**src/rtl/enc_stream.sv**
```systemverilog
// Sign-magnitude to one's-complement lane encoder with a 2-entry output buffer.
// Optional build macro ENC_NEG_ZERO_CANON_EN: negative-zero lanes encode to all-zeros.
module enc_stream #(
    parameter int unsigned LANES  = 4,
    parameter int unsigned LANE_W = 8,
    parameter int unsigned CNT_W  = 16
) (
    input  logic                    clk,
    input  logic                    rst_n,
    input  logic                    in_valid,
    output logic                    in_ready,
    input  logic [LANES*LANE_W-1:0] in_data,
    output logic                    out_valid,
    input  logic                    out_ready,
    output logic [LANES*LANE_W-1:0] out_data,
    output logic [LANES-1:0]        out_neg_mask,
    input  logic                    clr_cnt,
    output logic [CNT_W-1:0]        word_cnt
);

    localparam int unsigned DATA_W = LANES * LANE_W;
    localparam int unsigned MAG_W  = LANE_W - 1;

    // Per-lane encode: magnitude bits flip when the sign is set.
    function automatic logic [DATA_W-1:0] encode(input logic [DATA_W-1:0] din);
        logic [DATA_W-1:0] dout;
        logic [LANE_W-1:0] lane;
        logic              sign;
        dout = '0;
        for (int k = 0; k < int'(LANES); k++) begin
            lane = din[k*LANE_W +: LANE_W];
            sign = lane[LANE_W-1];
`ifdef ENC_NEG_ZERO_CANON_EN
            if (sign && (lane[MAG_W-1:0] == '0)) begin
                dout[k*LANE_W +: LANE_W] = '0;
            end else begin
                dout[k*LANE_W +: LANE_W] = {sign, lane[MAG_W-1:0] ^ {MAG_W{sign}}};
            end
`else
            dout[k*LANE_W +: LANE_W] = {sign, lane[MAG_W-1:0] ^ {MAG_W{sign}}};
`endif
        end
        return dout;
    endfunction

    function automatic logic [LANES-1:0] sign_bits(input logic [DATA_W-1:0] d);
        logic [LANES-1:0] m;
        m = '0;
        for (int k = 0; k < int'(LANES); k++) begin
            m[k] = d[k*LANE_W + LANE_W - 1];
        end
        return m;
    endfunction

    logic [DATA_W-1:0] mem_q [2];
    logic [DATA_W-1:0] mem_d [2];
    logic              wr_ptr_q, wr_ptr_d;
    logic              rd_ptr_q, rd_ptr_d;
    logic [1:0]        count_q, count_d;
    logic              in_ready_q, in_ready_d;
    logic              out_valid_q, out_valid_d;
    logic [DATA_W-1:0] out_data_q, out_data_d;
    logic [LANES-1:0]  out_neg_mask_q, out_neg_mask_d;
    logic [CNT_W-1:0]  word_cnt_q, word_cnt_d;
    logic              push_c, pop_c;

    assign push_c = in_valid && in_ready_q;
    assign pop_c  = out_valid_q && out_ready;

    // Next-state: buffer, pointers and the pre-computed head for the output regs.
    always_comb begin
        mem_d          = mem_q;
        wr_ptr_d       = wr_ptr_q;
        rd_ptr_d       = rd_ptr_q;
        count_d        = count_q;
        word_cnt_d     = word_cnt_q;

        if (push_c) begin
            mem_d[wr_ptr_q] = encode(in_data);
            wr_ptr_d        = ~wr_ptr_q;
        end
        if (pop_c) begin
            rd_ptr_d = ~rd_ptr_q;
        end
        count_d = count_q + 2'(push_c) - 2'(pop_c);

        if (clr_cnt) begin
            word_cnt_d = '0;
        end else if (pop_c) begin
            word_cnt_d = word_cnt_q + CNT_W'(1);
        end

        in_ready_d     = (count_d < 2'd2);
        out_valid_d    = (count_d != 2'd0);
        out_data_d     = mem_d[rd_ptr_d];
        out_neg_mask_d = sign_bits(out_data_d);
    end

    always_ff @(posedge clk or negedge rst_n) begin
        if (!rst_n) begin
            mem_q[0]       <= '0;
            mem_q[1]       <= '0;
            wr_ptr_q       <= 1'b0;
            rd_ptr_q       <= 1'b0;
            count_q        <= 2'd0;
            in_ready_q     <= 1'b1;
            out_valid_q    <= 1'b0;
            out_data_q     <= '0;
            out_neg_mask_q <= '0;
            word_cnt_q     <= '0;
        end else begin
            mem_q[0]       <= mem_d[0];
            mem_q[1]       <= mem_d[1];
            wr_ptr_q       <= wr_ptr_d;
            rd_ptr_q       <= rd_ptr_d;
            count_q        <= count_d;
            in_ready_q     <= in_ready_d;
            out_valid_q    <= out_valid_d;
            out_data_q     <= out_data_d;
            out_neg_mask_q <= out_neg_mask_d;
            word_cnt_q     <= word_cnt_d;
        end
    end

    assign in_ready     = in_ready_q;
    assign out_valid    = out_valid_q;
    assign out_data     = out_data_q;
    assign out_neg_mask = out_neg_mask_q;
    assign word_cnt     = word_cnt_q;

endmodule

```
**config.mk**
```make
export PLATFORM = sky130hd
export DESIGN_NAME = enc_stream
export DESIGN_NICKNAME = d
export VERILOG_FILES = /design/src/rtl/enc_stream.sv
export SDC_FILE = /design/constraint.sdc
export NUM_CORES = 1
export LEC_CHECK = 0
export ABC_AREA = 0
export BUFFER_PORTS_ARGS = -buffer_cell sky130_fd_sc_hd__buf_2
export CELL_PAD_IN_SITES_DETAIL_PLACEMENT = 1
export CELL_PAD_IN_SITES_GLOBAL_PLACEMENT = 2
export CORE_MARGIN = 10
export CORE_UTILIZATION = 30
export DETAILED_ROUTE_END_ITERATION = 10
export PLACE_DENSITY_LB_ADDON = 0.25
export SKIP_CTS_REPAIR_TIMING = 1
export SLEW_MARGIN = 20
export SYNTH_ARGS = -nofsm -noshare
export SYNTH_HDL_FRONTEND = slang
export SYNTH_SLANG_ARGS = --single-unit
```
**constraint.sdc**
```tcl
create_clock -name clk -period 2.07 [get_ports clk]
set_clock_uncertainty 0.15 [all_clocks]
set_input_delay 0.414 -clock clk [delete_from_list [all_inputs] [get_ports clk]]
set_output_delay 0.414 -clock clk [all_outputs]
set_load 0.1 [all_outputs]
```
# Word-level counts from Yosys, hierarchy flattened

Index checks and enable logic that the tools add are counted.

Register bits after elaboration: 122
Output and inout bits: 54

$add $sub $neg: 3
Order comparisons: 4
Multiplexer cells: 10
Bitwise gates (word level): 8
Reductions and logical operators: 5

Operator list:

| operator              | number |
|---|---|
| $mux 32               | 4 |
| $bwmux 64             | 1 |
| $mux 64               | 1 |
| $demux 32 s1          | 1 |
| $mux 16               | 2 |
| $xor 7x7->7           | 4 |
| $add 16x1->16 const B | 1 |
| $ge 2x2->1 const B    | 2 |
| $not 1->2             | 2 |
| $reduce_bool 2->1     | 2 |
| $logic_and 1x1->1     | 3 |
| $add 2x1->2           | 1 |
| $lt 2x1->1 const B    | 1 |
| $lt 2x2->1 const B    | 1 |
| $not 1->1             | 2 |
| $sub 2x1->2           | 1 |
| $mux 1                | 1 |

# Longest topological paths before layout

Gate-level depths: netlist of run 1.

Depth in word-level cells: 10
Depth in mapped cells: 8
Depth with buffers taken out: 7

# Least setup slack after synthesis of run 1

OpenSTA, ideal clock, no wires.

Path type: reg-to-reg
Start point: reg word_cnt_q[5] (netlist: word_cnt[5])
End point: reg word_cnt_q[15] (netlist: word_cnt[15])
Setup time: 128 ps
Data arrival time: 2358 ps
Data required time: 1792 ps
Setup slack: -566 ps
Cell stages (with the launch flop): 5
Cell sequence: dfrtp_1 nand3_1 or4_4 nor4_4 mux2_1

Cells in the longest elaborated chain, start to end: 3

RTL lines:

| what                     | line | RTL |
|---|---|---|
| start: declaration       | 64   | `logic [CNT_W-1:0] word_cnt_q, word_cnt_d;` |
| start signal: assignment | 121  | `word_cnt_q <= word_cnt_d;` |
| $add 16x1->16            | 90   | `word_cnt_d = word_cnt_q + CNT_W'(1);` |
| $mux 16                  | 89   | `end else if (pop_c) begin` |
| $mux 16                  | 87   | `if (clr_cnt) begin` |

No other way between the ends. The select of a mux whose other input is x is not followed.
A chain may end at the register's enable or synchronous reset.

# Worst setup path after layout of run 1

Ends and elaborated chain as after synthesis.

==> results.md, run 1 <==
| Result | Value |
| --- | --- |
| Total met3 wirelength after detailed routing | 567 um |
| Worst slew margin relative to its limit | 0.606 |
| Area fraction of the dominant cell type after synthesis | 0.579 |
| Initial antenna violation count | 0 |
| Critical Path End | word_cnt[15] |
| Combined area of all synthesized cells | 5060 um2 |
| Initial DRC count | 141 |
| Wire length of the first global-routing pass | 23,800 um |
| Share of flip-flops with an asynchronous set or reset after synthesis | 1.00 |
| Final weighted congestion in routability-driven placement | 0.760 |
| Worst-skew pair later-pin latency | 0.42 ns |
| Amount of wire on met2 after detailed routing | 7160 um |
| Depth of the CTS H-tree | 4 |
| Register area share after synthesis | 0.584 |
| Via Count | 3,928 |
| CTS tree | built |
| End of the worst register-to-register path | word_cnt[15] |
| Antenna Nets Post-Route | 0 |
| Number of clock sinks | 118 |
| Hold Crit Class | in2reg |
| Fin. max-slew vios | 0 |
| Number of synthesis warnings | 0 |
| Worst setup path start | word_cnt[5] |
| Row cnt | 47 |
| Post-detailed-route wirelength per cell | 17.7 um |
| Worst-path cell with the longest stage delay | or4_4 |
| Final Critical Period | 2.00 ns |
| Arrival time worst endpoint | 2.16 ns |
| Kind of end point of the critical path | flip-flop |
| IO Port Bufs | 90 |
| Worst-path cell chain | nand3_1 -> or4_4 -> nor4_4 -> mux2_4 |
| Clock root cell | clkbuf_16 |
| Total wire length | 14,600 um |
| Number of enable flip-flop cells after synthesis | 0 |
| Mean area per synthesized cell | 10.1 um2 |
| Die Y-Extent | 150 um |
| I/O pin total | 91 |
| Number of detailed-routing iterations run before antenna repair | 4 |
| Placeable core region | 16,600 um2 |
| Pin count of the biggest net entering global routing | 39 |
| Primary flip-flop cell chosen by synthesis mapping | dfrtp_1 |
| Global route total overflow | 0 |
| Max Fanout on Critical Path | 6 |
| # Max-Cap Violations | 0 |
| Type of element launching the critical path | flip-flop |
| Met1 WL | 6690 um |
| Hold Fails Final Rpt | 0 |
| Maximum clock frequency | 499 MHz |
| Cell depth of the worst flop-to-flop path | 4 |
| Finish-stage setup viols | 0 |
| Die outline area | 22,500 um2 |
| Number of fill cells in the layout | 1,874 |
| Number of remaining DRC errors | 0 |
| Count of inserted antenna diode cells | 0 |
| Delay contributed by the slowest stage of the critical path | 0.56 ns |
| R2r startpoint | word_cnt[5] |
| Via count of the first global-routing pass | 4,422 |
| Share of layout cells above drive strength 1 | 0.281 |
| Synthesized netlist net count | 540 |
| Post-synth top area cell | dfrtp_1 |
| Post-route fraction of the period consumed by the critical path | 0.968 |
| CTS clock-pin slew for the worst setup and hold paths | 0.05 ns |
| Post-synthesis register bit count | 118 |
| Initial Util | 0.305 |
| Placed wire-length estimate after detailed placement | 9600 um |
| Inserted Clock Buffers | 17 |
| Transition time at the pin with the least slew margin | 0.590 ns |
| Post-synthesis to final-layout area growth | 29.3% |
| Mapped Cells | 501 |
| Register-to-Register Setup Slack | 0.07 ns |
| Width of the chip | 150 um |
| Via count normalized by instance count | 4.76 |
| Number of nets at the end of the flow | 633 |
| Uppermost layer routed | met4 |
| Worst Setup Path Type | reg2reg |
| Aggregate negative setup slack | 0 ns |
| Top area cells in the synthesized netlist | dfrtp_1 (58%), xnor2_1 (6.9%), o21ai_0 (6.5%) |
| Data required time of the critical path | 2.22 ns |
| Global-route total usage across every layer | 0.135 |
| Distinct cell type count after synthesis | 34 |
| Buffer depth of the longest clock path | 2 |
| Outcome | complete, no violations |
| Setup repair after global routing missed its margin | no |
-- worst min path at each step --
stage / from / end / slack (ns) / depth (start not counted)
2_1_floorplan: rst_n / count_q[0] / -0.03 / 0
3_3_place_gp: rst_n / word_cnt[10] / 0.26 / 1
3_5_place_dp: rst_n / word_cnt[10] / 0.27 / 1
4_1_cts: rst_n / word_cnt[10] / -0.18 / 1
5_1_grt: in_data[24] / mem_q[56] / 0.21 / 3
6_report: in_data[24] / mem_q[56] / 0.18 / 3
-- cell usage in the layout (no fill, tap or decap), drive strengths merged --
| cell | n |
|---|---|
| or4 | 1 |
| mux2 | 2 |
| a21oi | 4 |
| nor4 | 5 |
| nor3 | 35 |
| dlygate4sd3 | 1 |
| dfstp | 1 |
| or3 | 2 |
| ha | 2 |
| bufinv | 5 |
| clkinv | 6 |
| inv | 40 |
| a221oi | 32 |
| buf | 109 |
| nand2b | 2 |
| nand3 | 8 |
| nor2 | 17 |
| xor2 | 1 |
| and2 | 2 |
| or2 | 1 |
| dfrtp | 117 |
| nand4 | 2 |
| nor2b | 4 |
| xnor3 | 1 |
| nand2 | 78 |
| xnor2 | 40 |
| o21ai | 66 |
| a31o | 1 |
| clkbuf | 21 |
-- synth_stat cells (2+ instances only) --
library cell / count
ha_1: 2
clkbuf_1: 29
nor4_1: 4
nor2b_1: 3
nand2b_1: 2
a21oi_1: 4
xnor2_1: 40
nand3_1: 6
nand4_1: 2
inv_1: 40
o21ai_0: 66
nand2_1: 78
nor2_1: 17
dfrtp_1: 117
buf_4: 4
nor3_1: 35
buf_2: 4
a221oi_1: 32
-- layer usage --
metal	up-vias	global-route usage
li1	1869	-
met1	1973	0.166
met2	70	0.219
met3	16	0.0362
met4	0	0.0539
met5	-	0
-- state kept, by name, indices dropped and copies added, names as in the netlist --
register and count:
word_cnt 16, mem_q 64, wr_ptr_q 1, in_ready 1, out_neg_mask 3, rd_ptr_q 1, out_data 29, out_valid 1
count_q 2
-- through the flow --
stage	area, um2	hold WS [ns]	util	worst slack (ns)	std cells
after floorplan	5100	-0.0316	-	-0.104	501
after global placement	5880	0.262	0.355	-0.172	793
after detailed placement	5880	0.272	0.355	-0.185	793
after CTS	6510	-0.179	0.392	-0.135	824
after global routing	6540	0.210	0.394	0.00562	826
final	6540	0.181	0.394	0.0660	826
-- final cells by class --
type / count / area (um2) / share of cell area
Tap cell: 220 / 275 / 0.0421
Inverter: 40 / 150 / 0.0230
Timing Repair Buffer: 111 / 653 / 0.0999
Clock buffer: 20 / 447 / 0.0683
Multi-Input combinational cell: 306 / 1840 / 0.281
Sequential cell: 118 / 2990 / 0.458
Clock inverter: 11 / 180 / 0.0276
-- cells by family (layout without fill, tap and decap cells) --
family	Yosys count	after routing	synth area share
buffers and inverters	78	182	0.0618
adder cells (fa/ha/maj)	2	2	0.00495
AO/OA/AOI/OAI	103	103	0.126
multiplexers	2	2	0.00445
flip-flops	118	118	0.584
XOR/XNOR	42	42	0.0754
AND/OR/NAND/NOR	156	157	0.143
-- critical path, delay by kind of cell, from the launching register on --
family / cells / cell delay (ns)
muxes: 1 / 0.33
DFF: 1 / 0.45
and+or+nand+nor: 3 / 0.96
Power of run 1 is left out: the tool's default activity adds up to more than one toggle a clock period on the data nets, which glitch-free logic cannot reach.
==> run 2, diff against run 1 <==
--- a/config.mk
+++ b/config.mk
@@ -7,8 +7,6 @@
 export LEC_CHECK = 0
 export ABC_AREA = 0
 export BUFFER_PORTS_ARGS = -buffer_cell sky130_fd_sc_hd__buf_2
-export CELL_PAD_IN_SITES_DETAIL_PLACEMENT = 1
-export CELL_PAD_IN_SITES_GLOBAL_PLACEMENT = 2
 export CORE_MARGIN = 10
 export CORE_UTILIZATION = 30
 export DETAILED_ROUTE_END_ITERATION = 10
@@ -18,3 +16,4 @@
 export SYNTH_ARGS = -nofsm -noshare
 export SYNTH_HDL_FRONTEND = slang
 export SYNTH_SLANG_ARGS = --single-unit
+export TNS_END_PERCENT = 50
==> results.md, run 2 (synthesis results as in run 1) <==
| Result | Value | vs previous |
| --- | --- | --- |
| Outcome | complete, no violations | unchanged |
| Commonest non-fill, non-tap cell in the layout | dfrtp_1 | unchanged |
| Via count normalized by instance count | 4.65 | was 4.76 |
| Clock root cell | clkbuf_16 | unchanged |
| Depth of the CTS H-tree | 4 | unchanged |
| Die Y-Extent | 150 um | unchanged |
| Final weighted congestion in routability-driven placement | 0.783 | was 0.760 |
| Post-route fraction of the period consumed by the critical path | 0.951 | was 0.968 |
| Global route total overflow | 0 | unchanged |
| Number of fill cells in the layout | 1,661 | was 1,874 |
| Share of layout cells above drive strength 1 | 0.276 | was 0.281 |
| Met2 track demand over resource in global routing | 0.189 | was 0.219 |
| Via count of the first global-routing pass | 3,992 | was 4,422 |
| Largest Register | mem_q | unchanged |
| Global-route total usage across every layer | 0.119 | was 0.135 |
| Initial antenna violation count | 0 | unchanged |
| Worst slew margin relative to its limit | 0.590 | was 0.606 |
| Wire length of the first global-routing pass | 20,900 um | was 23,800 um |
| Number of nets at the end of the flow | 631 | was 633 |
| Initial Util | 0.305 | unchanged |
| Met1 layer usage reported by global route | 0.147 | was 0.166 |
| Data required time of the critical path | 2.21 ns | was 2.22 ns |
| Inserted Clock Buffers | 17 | unchanged |
| Die outline area | 22,500 um2 | unchanged |
| Width of the chip | 150 um | unchanged |
| Worst Setup Path Type | reg2reg | unchanged |
| Worst-skew pair later-pin latency | 0.41 ns | was 0.42 ns |
| CTS clock-pin slew for the worst setup and hold paths | 0.06 ns | was 0.05 ns |
| Hold Fails Final Rpt | 0 | unchanged |
| Total wire length | 13,100 um | was 14,600 um |
| Leading cell types in the layout, fill and taps excluded | dfrtp_1 (102), buf_2 (88), nand2_1 (77) | unchanged |
| CTS tree | built | unchanged |
| Type of element launching the critical path | flip-flop | unchanged |
| Worst-path cell with the longest stage delay | or4_4 | unchanged |
| Initial DRC count | 146 | was 141 |
| Post-detailed-route wirelength per cell | 15.9 um | was 17.7 um |
| Antenna Nets Post-Route | 0 | unchanged |
| Max Fanout on Critical Path | 6 | unchanged |
| Count of inserted antenna diode cells | 0 | unchanged |
| Finish-stage setup viols | 0 | unchanged |
| Hold Crit Class | in2reg | unchanged |
| Row cnt | 47 | unchanged |
| Met3 track demand over resource in global routing | 0.0402 | was 0.0362 |
| # Max-Cap Violations | 0 | unchanged |
| Fin. max-slew vios | 0 | unchanged |
| Transition time at the pin with the least slew margin | 0.615 ns | was 0.590 ns |
| Final Critical Period | 1.97 ns | was 2.00 ns |
| Arrival time worst endpoint | 2.11 ns | was 2.16 ns |
| Via Count | 3,836 | was 3,928 |
| Most Crowded Layer GR | met2 | unchanged |
| Max FFs per register | 64 | unchanged |
| Placeable core region | 16,600 um2 | unchanged |
| Post-layout utilization of the core | 0.394 | about the same |
| Buffer depth of the longest clock path | 2 | unchanged |
| Delay contributed by the slowest stage of the critical path | 0.56 ns | about the same |
| Number of detailed-routing iterations run before antenna repair | 4 | unchanged |
| Placed wire-length estimate after detailed placement | 8590 um | was 9600 um |
| IO Port Bufs | 90 | unchanged |
| Aggregate negative setup slack | 0 ns | unchanged |
| Maximum clock frequency | 508 MHz | was 499 MHz |
| Number of remaining DRC errors | 0 | unchanged |
| I/O pin total | 91 | unchanged |
| Kind of end point of the critical path | flip-flop | unchanged |
| Setup repair after global routing missed its margin | yes | was no |
| Number of clock sinks | 118 | unchanged |
| Pin count of the biggest net entering global routing | 65 | was 39 |
| Post-synthesis to final-layout area growth | 29.3% | about the same |
| Worst-path cell chain | nand3_1 -> or4_4 -> nor4_4 -> mux2_1 | was nand3_1 -> or4_4 -> nor4_4 -> mux2_4 |
==> run 2: worst max-delay path: cells and delay by family (launching register included) <==
family | cells | cell delay, ns
flip-flops | 1 | 0.44
multiplexers | 1 | 0.35
AND/OR/NAND/NOR | 3 | 0.90
==> run 2: cell type report <==
cell class / instances / area, um2 / area share
Timing Repair Buffer: 109 / 626 / 0.0957
Multi-Input combinational cell: 306 / 1840 / 0.281
Clock inverter: 8 / 168 / 0.0256
Sequential cell: 118 / 2990 / 0.458
Inverter: 40 / 150 / 0.0230
Clock buffer: 24 / 492 / 0.0752
Tap cell: 220 / 275 / 0.0421
==> run 2: worst paths after layout <==
path                        startpoint            to  slack [ns]  cells after the start
max                        word_cnt[5]  word_cnt[15]        0.10                      4
min                        in_data[17]     mem_q[49]        0.19                      3
max reg2reg                word_cnt[5]  word_cnt[15]        0.10                      4
min reg2reg                  mem_q[49]     mem_q[49]        0.33                      2
max in group asynchronous        rst_n     mem_q[47]        0.82                      3
min in group asynchronous        rst_n  word_cnt[11]        0.31                      2
==> run 2: layer usage <==
metal  vias up  wire, um
met5         -         0
met4         0       177
met3        16       789
met2       105      6140
met1      1844      5980
li1       1871         -
==> run 2: stage by stage <==
| stage | instances | setup slack [ns] | hold WS (ns) | area [um2] |
|---|---|---|---|---|
| 2_1_floorplan | 501 | -0.104 | -0.0316 | 5100 |
| 3_3_place_gp | 791 | -0.110 | 0.207 | 5850 |
| 3_5_place_dp | 791 | -0.137 | 0.207 | 5850 |
| 4_1_cts | 823 | -0.0976 | -0.241 | 6510 |
| 5_1_grt | 825 | -0.0154 | 0.217 | 6540 |
| 6_report | 825 | 0.102 | 0.194 | 6540 |
Power of run 2 is left out for the same reason.
==> run 3, diff against run 2 <==
==> constraint.sdc (replaced) <==
create_clock -name clk -period 1.9 [get_ports clk]
set_clock_uncertainty 0.15 [all_clocks]
set_input_delay 0.38 -clock clk [delete_from_list [all_inputs] [get_ports clk]]
set_output_delay 0.38 -clock clk [all_outputs]
set_load 0.1 [all_outputs]
==> results.md, run 3 (synthesis results as in run 1) <==
| Result | Value | vs previous |
| --- | --- | --- |
| # Max-Cap Violations | 0 | unchanged |
| Outcome | complete, no violations | unchanged |
| Post-synthesis to final-layout area growth | 33.3% | was 29.3% |
| Worst-path cell with the longest stage delay | dfstp_4 | was or4_4 |
| Post-detailed-route wirelength per cell | 16.0 um | was 15.9 um |
| Max FFs per register | 64 | unchanged |
| Maximum clock frequency | 536 MHz |  |
| Type of element launching the critical path | flip-flop | unchanged |
| IO Port Bufs | 90 | unchanged |
| Data required time of the critical path | 1.37 ns | was 2.21 ns |
| Via Count | 3,807 | was 3,836 |
| Pin count of the biggest net entering global routing | 65 | unchanged |
| Worst slew margin relative to its limit | 0.603 | was 0.590 |
| Cell Count Post-Placement | 793 | was 791 |
| Post-route insts no fill | 828 | was 825 |
| Post-route setup slack | 0.0351 ns | was 0.102 ns |
| Placed wire-length estimate after detailed placement | 8670 um | was 8590 um |
| Number of buffer and inverter stages on the critical path | 2 | was 0 |
| Count of inserted antenna diode cells | 0 | unchanged |
| Post-route fraction of the period consumed by the critical path | 0.982 |  |
| Worst-path cell chain | buf_4 -> buf_12 | was nand3_1 -> or4_4 -> nor4_4 -> mux2_1 |
| Largest Register | mem_q | unchanged |
| Number of nets at the end of the flow | 635 | was 631 |
| Depth of the CTS H-tree | 4 | unchanged |
| Max Fanout on Critical Path | 3 | was 6 |
| Width of the chip | 150 um | unchanged |
| R2r startpoint | word_cnt[10] | was word_cnt[5] |
| Delay-heaviest family, CP | flip-flops | was simple AND/OR/NAND/NOR gates |
| Clock root cell | clkbuf_16 | unchanged |
| Worst Setup Path Type | reg2out | was reg2reg |
| Number of detailed-routing iterations run before antenna repair | 4 | unchanged |
| CTS clock-pin slew for the worst setup and hold paths | 0.05 ns | was 0.06 ns |
| Wire length of the first global-routing pass | 21,400 um | was 20,900 um |
| Transition time at the pin with the least slew margin | 0.596 ns | was 0.615 ns |
| Worst-skew pair later-pin latency | 0.41 ns | about the same |
| Buffer depth of the longest clock path | 2 | unchanged |
| Commonest non-fill, non-tap cell in the layout | dfrtp_1 | unchanged |
| Placement Setup Slack | -0.316 ns | was -0.137 ns |
| Origin of the worst min-delay path | in_data[21] | was in_data[17] |
| Hold Fails Final Rpt | 0 | unchanged |
| Global-route total usage across every layer | 0.121 | was 0.119 |
| Finish-stage setup viols | 0 | unchanged |
| Row cnt | 47 | unchanged |
| Inserted Clock Buffers | 17 | unchanged |
| Setup repair after global routing missed its margin | yes | unchanged |
| Hold Crit Class | in2reg | unchanged |
| Share of layout cells above drive strength 1 | 0.293 | was 0.276 |
| Total wire length | 13,300 um | was 13,100 um |
| I/O pin total | 91 | unchanged |
| Delay contributed by the slowest stage of the critical path | 0.62 ns | was 0.56 ns |
| Final weighted congestion in routability-driven placement | 0.768 | was 0.783 |
| Placeable core region | 16,600 um2 | unchanged |
| CTS tree | built | unchanged |
| Leading cell types in the layout, fill and taps excluded | dfrtp_1 (102), buf_2 (84), nand2_1 (75) | was dfrtp_1 (102), buf_2 (88), nand2_1 (77) |
| Initial Util | 0.305 | unchanged |
| Initial antenna violation count | 0 | unchanged |
| Via count normalized by instance count | 4.60 | was 4.65 |
| Via count of the first global-routing pass | 4,070 | was 3,992 |
| Global route total overflow | 0 | unchanged |
| Die outline area | 22,500 um2 | unchanged |
| Number of remaining DRC errors | 0 | unchanged |
| Number of clock sinks | 118 | unchanged |
| Worst setup path start | in_ready | was word_cnt[5] |
| Die Y-Extent | 150 um | unchanged |
| Fin. max-slew vios | 0 | unchanged |
| Arrival time worst endpoint | 1.33 ns | was 2.11 ns |
| Final Critical Period | 1.86 ns |  |
| Kind of end point of the critical path | output port | was flip-flop |
| Antenna Nets Post-Route | 0 | unchanged |
| Initial DRC count | 191 | was 146 |
==> run 3: cell types whose count changed in the layout (fill, tap and decap cells not counted), moves of 2 or more <==
cell | previous run | this run
buf_4 | 17 | 14
nand3_4 | 1 | 3
clkbuf_4 | 1 | 4
buf_2 | 88 | 84
xnor2_1 | 39 | 37
dfrtp_2 | 8 | 0
nand2_1 | 77 | 75
buf_12 | 2 | 9
dfrtp_4 | 7 | 15
==> run 3: worst paths after layout <==
| kind | slack (ns) | to | cells after the start |
|---|---|---|---|
| worst max-delay path | 0.04 | in_ready | 2 |
| worst min-delay path | 0.17 | mem_q[53] | 3 |
| worst max register to register | 0.05 | word_cnt[15] | 4 |
| worst min register to register | 0.33 | mem_q[12] | 2 |
| max in group asynchronous | 0.77 | in_ready | 3 |
| min in group asynchronous | 0.23 | word_cnt[10] | 2 |
==> run 3: tightest hold or removal path, delay by kind of cell <==
kind	cells	cell delay [ns]
AOI/OAI and AO/OA	1	0.14
buffers and inverters	1	0.09
xor gates and xnor gates	1	0.08
==> run 3: stage by stage <==
stage | cell area [um2] | hold WS [ns] | setup TNS (ns) | util
6_report | 6740 | 0.170 | 0 | 0.407
5_1_grt | 6740 | 0.181 | -0.0344 | 0.407
3_3_place_gp | 5990 | 0.117 | -8.51 | 0.361
4_1_cts | 6640 | -0.332 | -8.18 | 0.400
3_5_place_dp | 5990 | 0.116 | -9.26 | 0.361
2_1_floorplan | 5160 | -0.0656 | -4.96 | -
==> run 3: per-layer routing <==
metal,vias to the layer above,share of wire,GRT usage
met5,-,0,0
met4,0,0.016,0.0452
met3,15,0.047,0.0341
met2,72,0.48,0.202
met1,1850,0.45,0.144
li1,1870,-,-
==> run 3: area by class of cell <==
cell class | count | area (um2)
clock buffer | 22 | 474
sequential | 118 | 3010
timing repair buffer | 113 | 757
inverter | 40 | 150
fill | 1663 | 9840
clock inverter | 9 | 173
tap | 220 | 275
multi-input combinational | 306 | 1900
Power of run 3 is left out for the same reason.
